[config.mk]
export PLATFORM = sky130hd
export DESIGN_NAME = boot_image_writer_flat
export DESIGN_NICKNAME = d
export VERILOG_FILES = /design/src/rtl/boot_image_writer_if.sv /design/src/rtl/boot_image_writer.sv /design/src/flat_wrapper.sv
export SDC_FILE = /design/constraint.sdc
export NUM_CORES = 1
export LEC_CHECK = 0
export BUFFER_PORTS_ARGS = -buffer_cell sky130_fd_sc_hd__buf_2
export CAP_MARGIN = 10
export CORE_ASPECT_RATIO = 1.5
export CORE_MARGIN = 2
export CORE_UTILIZATION = 50
export CTS_BUF_LIST = sky130_fd_sc_hd__clkbuf_8
export DETAILED_ROUTE_END_ITERATION = 8
export GPL_ROUTABILITY_DRIVEN = 1
export MAX_ROUTING_LAYER = met4
export PLACE_DENSITY = 0.79
export REMOVE_ABC_BUFFERS = 1
export SYNTH_ARGS = -nofsm -noshare
export SYNTH_HDL_FRONTEND = slang
export SYNTH_SLANG_ARGS = --single-unit
[constraint.sdc]
create_clock -name clk27mhz -period 2.97 [get_ports clk27mhz]
set_input_delay 0.594 -clock clk27mhz [delete_from_list [all_inputs] [get_ports clk27mhz]]
set_output_delay 0.594 -clock clk27mhz [all_outputs]
set_load 0.02 [all_outputs]
[src/rtl/boot_image_writer_if.sv]
// Memory write port of the boot image writer.
// The writer (master) drives one 128-bit line request at a time and the
// memory controller (slave) completes it with a one-cycle mem_ack pulse.
interface boot_image_writer_if;
    logic         mem_req;
    logic [31:0]  mem_addr;
    logic [127:0] mem_wdata;
    logic [15:0]  mem_mask;
    logic         mem_ack;

    modport master (
        output mem_req,
        output mem_addr,
        output mem_wdata,
        output mem_mask,
        input  mem_ack
    );

    modport slave (
        input  mem_req,
        input  mem_addr,
        input  mem_wdata,
        input  mem_mask,
        output mem_ack
    );
endinterface

[src/rtl/boot_image_writer.sv]
// boot_image_writer
// Takes the 32-bit words produced by the SD-card boot loader, acknowledges
// each through the 8-bit controller-state handshake, packs them into 128-bit
// lines and commits each line to RAM over the request/acknowledge port.
// Once the last (possibly partial) line is committed, o_boot_ready releases
// the CPU. Words beyond MAX_BYTES are dropped and flagged on o_overflow.
module boot_image_writer #(
    parameter logic [31:0] BASE_ADDR = 32'h0000_0000,
    parameter logic [31:0] MAX_BYTES = 32'h0100_0000
) (
    input  logic                       clk27mhz,
    input  logic                       resetn,
    input  logic [31:0]                i_data,
    input  logic                       i_we,
    input  logic                       i_done,
    output logic [7:0]                 o_ctrl_state,
    boot_image_writer_if.master        mem,
    output logic                       o_boot_ready,
    output logic                       o_overflow,
    output logic [31:0]                o_word_count,
    output logic [31:0]                o_checksum
);

    typedef enum logic [2:0] {
        ST_IDLE  = 3'd0,
        ST_ACK   = 3'd1,
        ST_WRITE = 3'd2,
        ST_FLUSH = 3'd3,
        ST_READY = 3'd4
    } state_t;

    // Byte-enable vector for a line: each lane-valid bit covers four bytes.
    function automatic logic [15:0] lane_mask(input logic [3:0] valid);
        logic [15:0] m;
        m = 16'h0000;
        for (int k = 0; k < 4; k++) begin
            m[4*k +: 4] = {4{valid[k]}};
        end
        return m;
    endfunction

    state_t         state_q,      state_d;
    logic [127:0]   line_q,       line_d;
    logic [1:0]     lane_q,       lane_d;
    logic [3:0]     valid_q,      valid_d;
    logic [27:0]    line_idx_q,   line_idx_d;
    logic           captured_q,   captured_d;
    logic           mem_req_q,    mem_req_d;
    logic [31:0]    mem_addr_q,   mem_addr_d;
    logic [15:0]    mem_mask_q,   mem_mask_d;
    logic           boot_ready_q, boot_ready_d;
    logic           overflow_q,   overflow_d;
    logic [31:0]    word_count_q, word_count_d;
    logic [31:0]    checksum_q,   checksum_d;

    // Room check done in 34 bits so a large word count cannot wrap the
    // byte count back under the limit.
    logic           room_s;
    assign room_s = ({word_count_q, 2'b00} < {2'b00, MAX_BYTES});

    // Next-state and datapath computation for the handshake/line-write FSM.
    always_comb begin
        state_d      = state_q;
        line_d       = line_q;
        lane_d       = lane_q;
        valid_d      = valid_q;
        line_idx_d   = line_idx_q;
        captured_d   = captured_q;
        mem_req_d    = mem_req_q;
        mem_mask_d   = mem_mask_q;
        boot_ready_d = boot_ready_q;
        overflow_d   = overflow_q;
        word_count_d = word_count_q;
        checksum_d   = checksum_q;

        case (state_q)
            ST_IDLE: begin
                if (i_we) begin
                    // A pending word always wins over i_done in the same cycle.
                    if (room_s) begin
                        line_d[{lane_q, 5'b00000} +: 32] = i_data;
                        valid_d[lane_q]                  = 1'b1;
                        word_count_d                     = word_count_q + 32'd1;
                        checksum_d                       = checksum_q + i_data;
                        captured_d                       = 1'b1;
                    end else begin
                        overflow_d = 1'b1;
                        captured_d = 1'b0;
                    end
                    state_d = ST_ACK;
                end else if (i_done) begin
                    if (|valid_q) begin
                        state_d    = ST_FLUSH;
                        mem_req_d  = 1'b1;
                        mem_mask_d = lane_mask(valid_q);
                    end else begin
                        state_d      = ST_READY;
                        boot_ready_d = 1'b1;
                    end
                end else begin
                    state_d = ST_IDLE;
                end
            end

            ST_ACK: begin
                // Hold busy until the loader drops WE so one word is taken once.
                if (!i_we) begin
                    if (captured_q && (lane_q == 2'd3)) begin
                        state_d    = ST_WRITE;
                        mem_req_d  = 1'b1;
                        mem_mask_d = lane_mask(valid_q);
                    end else begin
                        if (captured_q) begin
                            lane_d = lane_q + 2'd1;
                        end else begin
                            lane_d = lane_q;
                        end
                        state_d = ST_IDLE;
                    end
                end else begin
                    state_d = ST_ACK;
                end
            end

            ST_WRITE, ST_FLUSH: begin
                if (mem.mem_ack) begin
                    valid_d    = 4'b0000;
                    lane_d     = 2'd0;
                    line_idx_d = line_idx_q + 28'd1;
                    mem_req_d  = 1'b0;
                    mem_mask_d = 16'h0000;
                    if (state_q == ST_FLUSH) begin
                        state_d      = ST_READY;
                        boot_ready_d = 1'b1;
                    end else begin
                        state_d = ST_IDLE;
                    end
                end else begin
                    state_d = state_q;
                end
            end

            ST_READY: begin
                // Terminal: the CPU is running; only reset leaves this state.
                state_d      = ST_READY;
                boot_ready_d = 1'b1;
            end

            default: begin
                state_d   = ST_IDLE;
                mem_req_d = 1'b0;
            end
        endcase

        // The address register always tracks the current line index, so it is
        // already valid when a request is raised and stays put until the ack.
        mem_addr_d = BASE_ADDR + {line_idx_d, 4'b0000};
    end

    // State and output registers with synchronous active-low reset.
    always_ff @(posedge clk27mhz) begin
        if (!resetn) begin
            state_q      <= ST_IDLE;
            line_q       <= 128'd0;
            lane_q       <= 2'd0;
            valid_q      <= 4'b0000;
            line_idx_q   <= 28'd0;
            captured_q   <= 1'b0;
            mem_req_q    <= 1'b0;
            mem_addr_q   <= BASE_ADDR;
            mem_mask_q   <= 16'h0000;
            boot_ready_q <= 1'b0;
            overflow_q   <= 1'b0;
            word_count_q <= 32'd0;
            checksum_q   <= 32'd0;
        end else begin
            state_q      <= state_d;
            line_q       <= line_d;
            lane_q       <= lane_d;
            valid_q      <= valid_d;
            line_idx_q   <= line_idx_d;
            captured_q   <= captured_d;
            mem_req_q    <= mem_req_d;
            mem_addr_q   <= mem_addr_d;
            mem_mask_q   <= mem_mask_d;
            boot_ready_q <= boot_ready_d;
            overflow_q   <= overflow_d;
            word_count_q <= word_count_d;
            checksum_q   <= checksum_d;
        end
    end

    assign o_ctrl_state  = {5'b00000, state_q};
    assign mem.mem_req   = mem_req_q;
    assign mem.mem_addr  = mem_addr_q;
    assign mem.mem_wdata = line_q;
    assign mem.mem_mask  = mem_mask_q;
    assign o_boot_ready  = boot_ready_q;
    assign o_overflow    = overflow_q;
    assign o_word_count  = word_count_q;
    assign o_checksum    = checksum_q;

endmodule

[src/flat_wrapper.sv]
// flat-port wrapper written by rule: the top's interface ports become plain ports
module boot_image_writer_flat 
#(
    parameter logic [31:0] BASE_ADDR = 32'h0000_0000,
    parameter logic [31:0] MAX_BYTES = 32'h0100_0000
)
  (clk27mhz, resetn, i_data, i_we, i_done, o_ctrl_state, o_boot_ready, o_overflow, o_word_count, o_checksum, mem_mem_req, mem_mem_addr, mem_mem_wdata, mem_mem_mask, mem_mem_ack);
  boot_image_writer_if mem_i ();
  input  logic clk27mhz;
  input  logic resetn;
  input  logic [31:0] i_data;
  input  logic i_we;
  input  logic i_done;
  output logic [7:0] o_ctrl_state;
  output logic o_boot_ready;
  output logic o_overflow;
  output logic [31:0] o_word_count;
  output logic [31:0] o_checksum;
  output wire logic [$bits(mem_i.mem_req)-1:0] mem_mem_req;
  output wire logic [$bits(mem_i.mem_addr)-1:0] mem_mem_addr;
  output wire logic [$bits(mem_i.mem_wdata)-1:0] mem_mem_wdata;
  output wire logic [$bits(mem_i.mem_mask)-1:0] mem_mem_mask;
  input wire logic [$bits(mem_i.mem_ack)-1:0] mem_mem_ack;
  assign mem_mem_req = mem_i.mem_req;
  assign mem_mem_addr = mem_i.mem_addr;
  assign mem_mem_wdata = mem_i.mem_wdata;
  assign mem_mem_mask = mem_i.mem_mask;
  assign mem_i.mem_ack = mem_mem_ack;
  boot_image_writer #(.BASE_ADDR(BASE_ADDR), .MAX_BYTES(MAX_BYTES)) u_core (.clk27mhz(clk27mhz), .resetn(resetn), .i_data(i_data), .i_we(i_we), .i_done(i_done), .o_ctrl_state(o_ctrl_state), .mem(mem_i), .o_boot_ready(o_boot_ready), .o_overflow(o_overflow), .o_word_count(o_word_count), .o_checksum(o_checksum));
endmodule
==> results.md, run 1 <==
* Outcome: completed
* Clock power frac at 0.385
* Detailed Routing Iterations Pass 1 at 5
* Syn Inst Count at 1337
* Avg Cell Area, Syn at 8.15 µm²
* Post-CTS setup buffer count at 0
* Crit-path slowest cell: fa_1
* Fillers at 1923
* Final net count at 1689
* Flop-to-flop setup slack at 150 ps
* ANT nets after route at 0
* Hold path cells at 3
* Number of antenna violations at the first check in global routing at 0
* Seq pwr share at 0.431
* Sw Share at 0.296
* Worst Hold Endpoint: u_core.state_q[0]
* Total CTS buffers at 37
* Met2 GRT Util at 0.495
* P&R area growth vs syn at 23.3%
* Unrepaired setup endpoints after global routing: no
* Yosys cell types at 70
* Psw at 0.00233 W
* DR vias/cell at 5.74
* Fin util at 0.623
* CP arrival at 3220 ps
* GPL Wtd Cong at 0.935
* Vert. Die Dim at 185 µm
* Final Hold Fails at 0
* Avg WL per Cell at 17.8 µm
* Clock latency on the worst-skew pair at 530 ps
* Setup Skew at 24.5 ps
* Cell count of the worst reg-to-reg path at 11
* 1st-iter DRT viols at 994
* R2R Path End: u_core.o_checksum[22]
* # DRC at 0
* Ports at 288
* Setup TNS at 0 ps
* Ys async rst share at 0
* Layout cell share with drive strength beyond 1 at 0.252
* DR vias at 11000
* Synthesis-stage register bit count at 237
* Cell area after synthesis at 10900 µm²
* Die Wd at 125 µm
* GRT Total Usage at 0.288
* Number of max-cap violations at 0
* Buf/Inv on CP at 2
* Fin crit period at 2820 ps
* Hpwl dp at 23500 µm
* Worst Hold Class: input port to register
* Power Density at 586 nW/µm²
* Most frequent cell on the critical path: buf_4
* GR Overflow Total at 0
* P_int at 0.00554 W
* Starting Density at 0.506
* Most common cell after layout, fill and taps aside: buf_2
* Post-synth EDFFs at 0
* Critical path class: register to register
* CORE AREA at 21600 µm²
* Seq/Total Area, Yosys at 0.435
* CP delay by family, top: compound AO/OA/AOI/OAI gates
* Setup ws final at 153 ps
* CTS H-tree depth at 2
* Commonest cells after routing, fill and taps aside: 278 x buf_2, 237 x dfxtp_1, 203 x nand2_1, 198 x a21oi_1, 160 x nand3_1
* Largest net degree at the start of global routing at 70
* First-pass GRT wire length at 52900 µm
* CTS Buffer Depth at 3
* Area of the die at 23000 µm²
* Max incr delay on CP at 420 ps
* Worst path cell trace: ha_1 -> fa_1 -> a21o_1 -> a221oi_1 -> buf_4 -> o21ai_0 -> a41o_1 -> buf_4 -> a21boi_0 -> or4_1 -> nand3_1
* Non-Filler Instances at 1909
* Worst r2r src: u_core.o_checksum[0]
* Post-cts sizing count at 0
* Worst rel slew slack at 0.537
* Tightest Pin Transition at 695 ps
* Total power at 0.00787 W
* Vias in the first global route at 10300
* Comb pwr share at 0.184
* Worst Hold Launch: mem_mem_ack
* Final WL at 34000 µm
* Top_reg_cell synth: dfxtp_1
* Post-CTS Hold Buffers at 0
* Grt met3 use at 0.0531
* Pins over their slew limit at 0
* Crit Path Max Fanout at 3
* CP required at 3370 ps
* # clock sinks at 237
* Pleak at 5.96 nW
* IO buf count at 278
* Root Driver: clkbuf_8
* Row cnt at 66
* Top Usage Layer GRT: met2
* # diodes at 0
* Setup crit end kind: register
* Met1 GRT Util at 0.330
* Final setup viols at 0
* CTS tree: built
* Max Freq at 355 MHz
* Place WS at -198 ps
* Period utilization at 0.949
* Clock slew at reported path FFs at 70 ps
* Cells after DPL at 1843
* VDD IR max at 0.418 mV
* Worst Setup Start Kind: register
* Warnings, synthesis at 0
## worst register-to-register path, stage by stage (launching register included)
cell and delay (ps):
dfxtp_1 330, ha_1 210, fa_1 420, a21o_1 220, a221oi_1 310, buf_4 170
o21ai_0 120, a41o_1 340, buf_4 170, a21boi_0 200, or4_1 140, nand3_1 60
## cell type report
| type | instances | area [µm²] | share of cell area |
|---|---|---|---|
| Clock buffer | 48 | 661 | 0.0492 |
| Clock inverter | 18 | 163 | 0.0121 |
| Multi-Input combinational cell | 988 | 5620 | 0.418 |
| Sequential cell | 237 | 4740 | 0.353 |
| Tap cell | 272 | 340 | 0.0253 |
| Timing Repair Buffer | 334 | 1860 | 0.139 |
| Inverter | 12 | 50.0 | 0.00372 |
## Yosys cell counts, types with 8 or more instances
master,n,area [µm²]
dfxtp_1,237,4740
nand2_1,203,762
a21oi_1,198,991
nand3_1,160,801
nor2_1,87,327
clkbuf_1,67,251
ha_1,41,513
o21ai_0,39,195
xor2_1,37,324
buf_4,30,225
xnor2_1,27,236
and3_1,25,156
nand4_1,18,113
and2_1,17,106
inv_1,11,41.3
buf_2,10,50.1
nor3_1,9,45.0
and4_1,8,70.1
nand2b_1,8,50.1
## worst max path at each step
| stage | startpoint | to | slack [ps] | cells after the start |
|---|---|---|---|---|
| finish | u_core.o_checksum[0] | u_core.o_checksum[22] | 150 | 11 |
| global route | u_core.o_checksum[0] | u_core.o_checksum[22] | 40 | 11 |
| CTS | u_core.o_checksum[0] | u_core.o_checksum[22] | 170 | 11 |
| detailed placement | i_data[0] | u_core.o_checksum[22] | -200 | 12 |
| global placement | i_data[0] | u_core.o_checksum[22] | -150 | 12 |
| floorplan | resetn | u_core.o_checksum[21] | -1930 | 4 |
## logic make-up after synthesis
group,after synthesis,synth area share
AO/OA/AOI/OAI,291,0.149
XOR/XNOR,64,0.0514
adder cells (fa/ha/maj),42,0.0489
buffers and inverters,120,0.0535
flip-flops,237,0.435
multiplexers,3,0.00287
other,1,0.000344
AND/OR/NAND/NOR,579,0.258
## state kept, by name, summed over array words and instances, names as in the netlist
name,flops
u_core.captured_q,1
u_core.lane_q,2
u_core.line_idx_q,28
u_core.mem.mem_mask,4
u_core.mem.mem_req,1
u_core.mem.mem_wdata,128
u_core.o_boot_ready,1
u_core.o_checksum,32
u_core.o_overflow,1
u_core.o_word_count,32
u_core.state_q,3
u_core.valid_q,4
## routing by layer
layer | up-vias | share of wire
met2 | 520 | 0.50
met5 | - | 0
li1 | 5167 | -
met3 | 103 | 0.080
met1 | 5170 | 0.38
met4 | 0 | 0.038
## per-stage QoR
step	hold slack [ps]	area (µm²)
after global placement	435	12600
final	363	13400
after CTS	332	13400
after global routing	364	13400
after detailed placement	440	12600
after floorplan	459	10400
## power groups by stage
stage	logic, W	registers (W)	clock network, W
final	0.00145	0.00339	0.00303
after global routing	0.00158	0.00341	0.00322
after CTS	0.00144	0.00339	0.00308
after detailed placement	0.00143	0.00346	0
after global placement	0.00141	0.00345	0
after floorplan	0.000743	0.00358	0
No activity file was read; power rests on OpenSTA's default activity.
==> run 2: changes to the inputs <==
--- a/config.mk
+++ b/config.mk
@@ -9,13 +9,14 @@
 export CAP_MARGIN = 10
 export CORE_ASPECT_RATIO = 1.5
 export CORE_MARGIN = 2
-export CORE_UTILIZATION = 50
+export CORE_UTILIZATION = 55
 export CTS_BUF_LIST = sky130_fd_sc_hd__clkbuf_8
 export DETAILED_ROUTE_END_ITERATION = 8
 export GPL_ROUTABILITY_DRIVEN = 1
 export MAX_ROUTING_LAYER = met4
-export PLACE_DENSITY = 0.79
+export PLACE_DENSITY = 0.83
 export REMOVE_ABC_BUFFERS = 1
+export SLEW_MARGIN = 25
 export SYNTH_ARGS = -nofsm -noshare
 export SYNTH_HDL_FRONTEND = slang
 export SYNTH_SLANG_ARGS = --single-unit
==> constraint.sdc (replaced) <==
create_clock -name clk27mhz -period 2.8 [get_ports clk27mhz]
set_input_delay 0.56 -clock clk27mhz [delete_from_list [all_inputs] [get_ports clk27mhz]]
set_output_delay 0.56 -clock clk27mhz [all_outputs]
set_load 0.02 [all_outputs]
==> run 2 against run 1 <==
Net effect: fmax up 6.4%; utilization increased by 6.3 points; die area shrank 8.9%; combinational power is 12% higher; critical path type unchanged.
==> results.md, run 2 (synthesis gave the netlist of run 1 again) <==
* Non-Filler Instances at 1910 (was 1909)
* Hpwl dp at 23800 µm (was 23500 µm)
* Final Hold Fails at 0 (unchanged)
* Die Wd at 119 µm (was 125 µm)
* Worst r2r src: u_core.o_checksum[0] (unchanged)
* CP startpoint: u_core.o_checksum[0] (unchanged)
* Fin util at 0.687 (was 0.623)
* Setup ws final at 152 ps (was 153 ps)
* Cells after DPL at 1850 (was 1843)
* Unrepaired setup endpoints after global routing: no (unchanged)
* VDD IR max at 0.506 mV (was 0.418 mV)
* # clock sinks at 237 (unchanged)
* Fin crit period at 2650 ps (was 2820 ps)
* DR vias at 11100 (was 11000)
* Row cnt at 63 (was 66)
* Setup crit end kind: register (unchanged)
* Flop-to-flop setup slack at 150 ps (about the same)
* Max Freq at 378 MHz (was 355 MHz)
* Starting Density at 0.555 (was 0.506)
* Most common cell after layout, fill and taps aside: buf_2 (unchanged)
* Final net count at 1708 (was 1689)
* 1st-iter DRT viols at 1145 (was 994)
* Place WS at -283 ps (was -198 ps)
* Avg WL per Cell at 17.8 µm (about the same)
* P_int at 0.00558 W (was 0.00554 W)
* Comb pwr share at 0.202 (was 0.184)
* Critical path class: register to register (unchanged)
* DR vias/cell at 5.81 (was 5.74)
* CTS Buffer Depth at 3 (unchanged)
* Fillers at 1625 (was 1923)
* CORE AREA at 19600 µm² (was 21600 µm²)
* Period utilization at 0.946 (was 0.949)
* Worst Setup Start Kind: register (unchanged)
* CP arrival at 3060 ps (was 3220 ps)
* Worst path cell trace: ha_1 -> fa_1 -> a21o_1 -> a221oi_2 -> buf_4 -> o21ai_0 -> a41o_1 -> buf_4 -> a21boi_1 -> or4_1 -> nand3_1 (was ha_1 -> fa_1 -> a21o_1 -> a221oi_1 -> buf_4 -> o21ai_0 -> a41o_1 -> buf_4 -> a21boi_0 -> or4_1 -> nand3_1)
* Commonest cells after routing, fill and taps aside: 278 x buf_2, 237 x dfxtp_1, 203 x nand2_1, 198 x a21oi_1, 160 x nand3_1 (unchanged)
* Tightest Pin Transition at 706 ps (was 695 ps)
* Most frequent cell on the critical path: buf_4 (unchanged)
* Total power at 0.00801 W (was 0.00787 W)
* R2R Path End: u_core.o_checksum[22] (unchanged)
* Worst setup path endpoint: u_core.o_checksum[22] (unchanged)
* Sw Share at 0.304 (was 0.296)
* Worst Hold Class: input port to register (unchanged)
* GPL Wtd Cong at 0.966 (was 0.935)
* Number of max-cap violations at 0 (unchanged)
* Crit Path Max Fanout at 3 (unchanged)
* First-pass GRT wire length at 53000 µm (was 52900 µm)
* Outcome: completed (unchanged)
* Clock slew at reported path FFs at 70 ps (about the same)
* Setup Skew at 19.5 ps (was 24.5 ps)
* Clock latency on the worst-skew pair at 530 ps (about the same)
* Largest net degree at the start of global routing at 99 (was 70)
* Pins over their slew limit at 0 (unchanged)
* # diodes at 0 (unchanged)
* Layout cell share with drive strength beyond 1 at 0.258 (was 0.252)
* CTS H-tree depth at 2 (unchanged)
* Clock power frac at 0.348 (was 0.385)
* Worst rel slew slack at 0.527 (was 0.537)
* P&R area growth vs syn at 23.7% (was 23.3%)
* IO buf count at 278 (unchanged)
* Total CTS buffers at 36 (was 37)
* Vert. Die Dim at 176 µm (was 185 µm)
* Cell count of the worst reg-to-reg path at 11 (unchanged)
* Number of antenna violations at the first check in global routing at 0 (unchanged)
* Largest register FFs at 128 (unchanged)
* Final WL at 34000 µm (about the same)
* Power Density at 594 nW/µm² (was 586 nW/µm²)
* GR Overflow Total at 0 (unchanged)
* Max incr delay on CP at 390 ps (was 420 ps)
* Ports at 288 (unchanged)
* Root Driver: clkbuf_8 (unchanged)
* # DRC at 0 (unchanged)
* Area of the die at 21000 µm² (was 23000 µm²)
* Setup TNS at 0 ps (unchanged)
* Psw at 0.00243 W (was 0.00233 W)
* Post-CTS Hold Buffers at 0 (unchanged)
* CTS tree: built (unchanged)
* GRT Total Usage at 0.318 (was 0.288)
* Crit-path slowest cell: fa_1 (unchanged)
* Detailed Routing Iterations Pass 1 at 5 (unchanged)
* Seq pwr share at 0.450 (was 0.431)
* CP required at 3220 ps (was 3370 ps)
* ANT nets after route at 0 (unchanged)
* Pleak at 6.01 nW (was 5.96 nW)
* Final setup viols at 0 (unchanged)
* Vias in the first global route at 10400 (was 10300)
-- run 2: changes by cell type in the layout (fill, tap and decap cells not counted) --
cell / change
a211oi_1: -1
buf_12: +2
a211oi_2: +1
a221oi_1: -1
a21boi_0: -1
inv_1: +2
buf_4: +18
a21boi_1: +1
clkbuf_8: -2
a221oi_2: +1
clkinv_2: -4
bufinv_16: -3
-- run 2: power groups by stage --
stage	Clock (W)	Sequential (W)	Combinational (W)
floorplan	0	0.00380	0.000788
global placement	0	0.00367	0.00156
detailed placement	0	0.00368	0.00158
CTS	0.00282	0.00360	0.00159
global route	0.00296	0.00361	0.00175
finish	0.00278	0.00361	0.00162
-- run 2: worst min path at each step --
stage,startpoint,end,slack [ps],cells past startpoint
floorplan,u_core.valid_q[3],u_core.valid_q[3],460,2
global placement,u_core.mem.mem_wdata[12],u_core.mem.mem_wdata[12],430,2
detailed placement,u_core.mem.mem_wdata[111],u_core.mem.mem_wdata[111],440,2
CTS,mem_mem_ack,u_core.state_q[0],320,3
global route,i_data[13],u_core.mem.mem_wdata[13],350,3
finish,mem_mem_ack,u_core.state_q[0],340,3
-- run 2: final cells by class --
| type | instances | area, µm² | share of cell area |
|---|---|---|---|
| Tap cell | 260 | 325 | 0.0241 |
| Clock inverter | 13 | 60.1 | 0.00446 |
| Multi-Input combinational cell | 988 | 5630 | 0.418 |
| Inverter | 12 | 50.0 | 0.00371 |
| Timing Repair Buffer | 354 | 2040 | 0.151 |
| Clock buffer | 46 | 633 | 0.0470 |
| Sequential cell | 237 | 4740 | 0.352 |
-- run 2: worst max-delay path: cells and delay by family (launching register included) --
kind	cells	cell delay [ps]
simple gates	2	200
buf+inv	2	320
fa+ha+maj	2	610
compound gates	5	1090
flops	1	340
-- run 2: metal layers --
metal / global-route usage / wire (µm)
met1: 0.356 / 13000
met2: 0.545 / 16900
met3: 0.0514 / 2490
met4: 0.167 / 1600
met5: - / 0
-- run 2: repair_timing --
action,in CTS,in global routing
resized for setup,0,3
endpoints found under the setup margin,0,9
buffers inserted,0,1
-- run 2: per-stage QoR --
stage | area, µm² | hold WS (ps)
2_1_floorplan | 10400 | 459
3_3_place_gp | 12800 | 435
3_5_place_dp | 12800 | 441
4_1_cts | 13500 | 318
5_1_grt | 13500 | 349
6_report | 13500 | 345
==> run 3: changes to the inputs <==
--- a/config.mk
+++ b/config.mk
@@ -15,7 +15,9 @@
 export GPL_ROUTABILITY_DRIVEN = 1
 export MAX_ROUTING_LAYER = met4
 export PLACE_DENSITY = 0.83
+export RECOVER_POWER = 50
 export REMOVE_ABC_BUFFERS = 1
+export SETUP_SLACK_MARGIN = 0.2
 export SLEW_MARGIN = 25
 export SYNTH_ARGS = -nofsm -noshare
 export SYNTH_HDL_FRONTEND = slang
==> run 3 against run 2 <==
Net effect: critical endpoint is now u_core.o_word_count[18]; clock power about the same; register-to-register slack improved by 150 ps; sequential power about the same; setup slack improved by 150 ps; design area decreased by 1.3%; critical path depth decreased by 3; utilization decreased by 0.91 points; non-clock buffer count increased by 3; combinational power about the same.
==> results.md, run 3 (synthesis gave the netlist of run 1 again) <==
* Avg WL per Cell at 18.0 µm (was 17.8 µm)
* Clock slew at reported path FFs at 60 ps (was 70 ps)
* Starting Density at 0.555 (unchanged)
* Comb pwr share at 0.203 (was 0.202)
* Dpl cell area at 12800 µm² (unchanged)
* Largest net degree at the start of global routing at 99 (unchanged)
* Setup crit end kind: register (unchanged)
* Pins over their slew limit at 0 (unchanged)
* Vias in the first global route at 10400 (unchanged)
* Final net count at 1711 (was 1708)
* Number of max-cap violations at 0 (unchanged)
* Met2 wire length at 16900 µm (about the same)
* CORE AREA at 19600 µm² (unchanged)
* Max Freq at 400 MHz (was 378 MHz)
* Most common cell after layout, fill and taps aside: dfxtp_1 (was buf_2)
* Total CTS buffers at 36 (unchanged)
* Unrepaired setup endpoints after global routing: yes (was no)
* Psw at 0.00247 W (was 0.00243 W)
* Hpwl dp at 23800 µm (unchanged)
* Sw Share at 0.307 (was 0.304)
* Outcome: completed (unchanged)
* Detailed Routing Iterations Pass 1 at 5 (unchanged)
* GRT Total Usage at 0.318 (about the same)
* CP required at 3150 ps (was 3220 ps)
* Tightest Pin Transition at 1420 ps (was 706 ps)
* IO buf count at 278 (unchanged)
* Power Density at 604 nW/µm² (was 594 nW/µm²)
* CP arrival at 2860 ps (was 3060 ps)
* Row cnt at 63 (unchanged)
* Buf/Inv on CP at 1 (was 2)
* Worst Hold Class: input port to register (unchanged)
* ANT nets after route at 0 (unchanged)
* Layout cell share with drive strength beyond 1 at 0.137 (was 0.258)
* Top layer in use: met4 (unchanged)
* Area of the die at 21000 µm² (unchanged)
* Final Hold Fails at 0 (unchanged)
* Crit-path slowest cell: or4b_4 (was fa_1)
* Worst path cell trace: or4b_4 -> nor4b_4 -> buf_12 -> nand3_4 -> nor3_4 -> nand3_1 -> xor2_1 -> nor2_1 (was ha_1 -> fa_1 -> a21o_1 -> a221oi_2 -> buf_4 -> o21ai_0 -> a41o_1 -> buf_4 -> a21boi_1 -> or4_1 -> nand3_1)
* Final WL at 34500 µm (was 34000 µm)
* Fin crit period at 2500 ps (was 2650 ps)
* GR Overflow Total at 0 (unchanged)
* Cells after DPL at 1850 (unchanged)
* Commonest cells after routing, fill and taps aside: 236 x dfxtp_1, 216 x clkbuf_1, 203 x nand2_1, 197 x a21oi_1, 159 x nand3_1 (was 278 x buf_2, 237 x dfxtp_1, 203 x nand2_1, 198 x a21oi_1, 160 x nand3_1)
* Max incr delay on CP at 600 ps (was 390 ps)
* # diodes at 0 (unchanged)
* # clock sinks at 237 (unchanged)
* VDD IR max at 0.506 mV (about the same)
* Vert. Die Dim at 176 µm (unchanged)
* GPL Wtd Cong at 0.966 (unchanged)
* CP delay by family, top: simple AND/OR/NAND/NOR gates (was compound AO/OA/AOI/OAI gates)
* P_int at 0.00556 W (was 0.00558 W)
* Crit Path Max Fanout at 27 (was 3)
* Period utilization at 0.894 (was 0.946)
* Clock power frac at 0.348 (about the same)
* Pleak at 5.09 nW (was 6.01 nW)
* P&R area growth vs syn at 22.1% (was 23.7%)
* Clock latency on the worst-skew pair at 530 ps (about the same)
* Metal3 WL at 2630 µm (was 2490 µm)
* M1 WL at 13200 µm (was 13000 µm)
* # DRC at 0 (unchanged)
* CTS tree: built (unchanged)
* DR vias/cell at 5.80 (was 5.81)
* CTS Buffer Depth at 3 (unchanged)
* Setup Skew at 21.2 ps (was 19.5 ps)
* Worst rel slew slack at 0.0517 (was 0.527)
* Post-CTS Hold Buffers at 0 (unchanged)
* CTS H-tree depth at 2 (unchanged)
* Ports at 288 (unchanged)
* Number of antenna violations at the first check in global routing at 0 (unchanged)
* Fillers at 1744 (was 1625)
* First-pass GRT wire length at 53000 µm (about the same)
* Critical path class: register to register (unchanged)
* Root Driver: clkbuf_8 (unchanged)
* Non-Filler Instances at 1913 (was 1910)
* Hold WS at 338 ps (was 345 ps)
* Final setup viols at 0 (unchanged)
* Largest register FFs at 128 (unchanged)
* Seq pwr share at 0.450 (about the same)
* Worst Setup Start Kind: register (unchanged)
* Die Wd at 119 µm (unchanged)
* Finished Cell Area at 13300 µm² (was 13500 µm²)
* 1st-iter DRT viols at 1306 (was 1145)
* DR vias at 11100 (about the same)
==> run 3: cell count changes in the layout (fill, tap and decap cells not counted), sizes merged <==
| cell | delta |
|---|---|
| clkbuf | +216 |
| buf | -213 |
==> run 3: area by class of cell <==
| class | instances | area [µm²] | area share |
|---|---|---|---|
| multi-input combinational | 988 | 5710 | 0.429 |
| clock buffer | 46 | 633 | 0.0476 |
| tap | 260 | 325 | 0.0245 |
| clock inverter | 13 | 60.1 | 0.00452 |
| inverter | 12 | 50.0 | 0.00376 |
| timing repair buffer | 357 | 1780 | 0.134 |
| sequential | 237 | 4750 | 0.357 |
==> run 3: power by group through the flow <==
stage | Clock (W) | Combinational, W | Sequential, W
final | 0.00279 | 0.00163 | 0.00361
after global routing | 0.00296 | 0.00176 | 0.00362
after CTS | 0.00282 | 0.00160 | 0.00360
after detailed placement | 0 | 0.00158 | 0.00368
after global placement | 0 | 0.00156 | 0.00367
after floorplan | 0 | 0.000788 | 0.00380
==> run 3: what timing repair did <==
action,4_1_cts,5_1_grt
setup buffers,1,3
gates cloned,0,0
pin swaps,2,8
resized for setup,3,19
endpoints found under the setup margin,8,17
endpoints found under the hold margin,0,0
==> run 3: final timing paths <==
kind	start	to	slack (ps)	depth (start not counted)
worst min register to register	u_core.mem.mem_wdata[26]	u_core.mem.mem_wdata[26]	450	2
worst min-delay path	i_data[13]	u_core.mem.mem_wdata[77]	340	3
worst max-delay path	u_core.state_q[0]	u_core.o_word_count[18]	300	8
worst max register to register	u_core.state_q[0]	u_core.o_word_count[18]	300	8
==> run 3: layer usage <==
metal	vias up	track usage
met5	-	-
met4	0	0.172
met3	127	0.0523
met2	560	0.542
met1	5205	0.356
li1	5206	-
==> run 3: per-stage QoR <==
step | total power, W | util | setup TNS, ps | worst slack (ps)
floorplan | 0.00459 | - | -276060 | -2070
finish | 0.00803 | 0.678 | 0 | 298
CTS | 0.00802 | 0.687 | 0 | 179
global placement | 0.00523 | 0.650 | -839 | -192
detailed placement | 0.00526 | 0.650 | -1690 | -283
global route | 0.00833 | 0.678 | 0 | 130
==> run 3: worst min-delay path, delay by kind of cell <==
kind,cells,cell delay [ps]
simple gates,1,70
compound gates,1,60
buf+inv,1,130
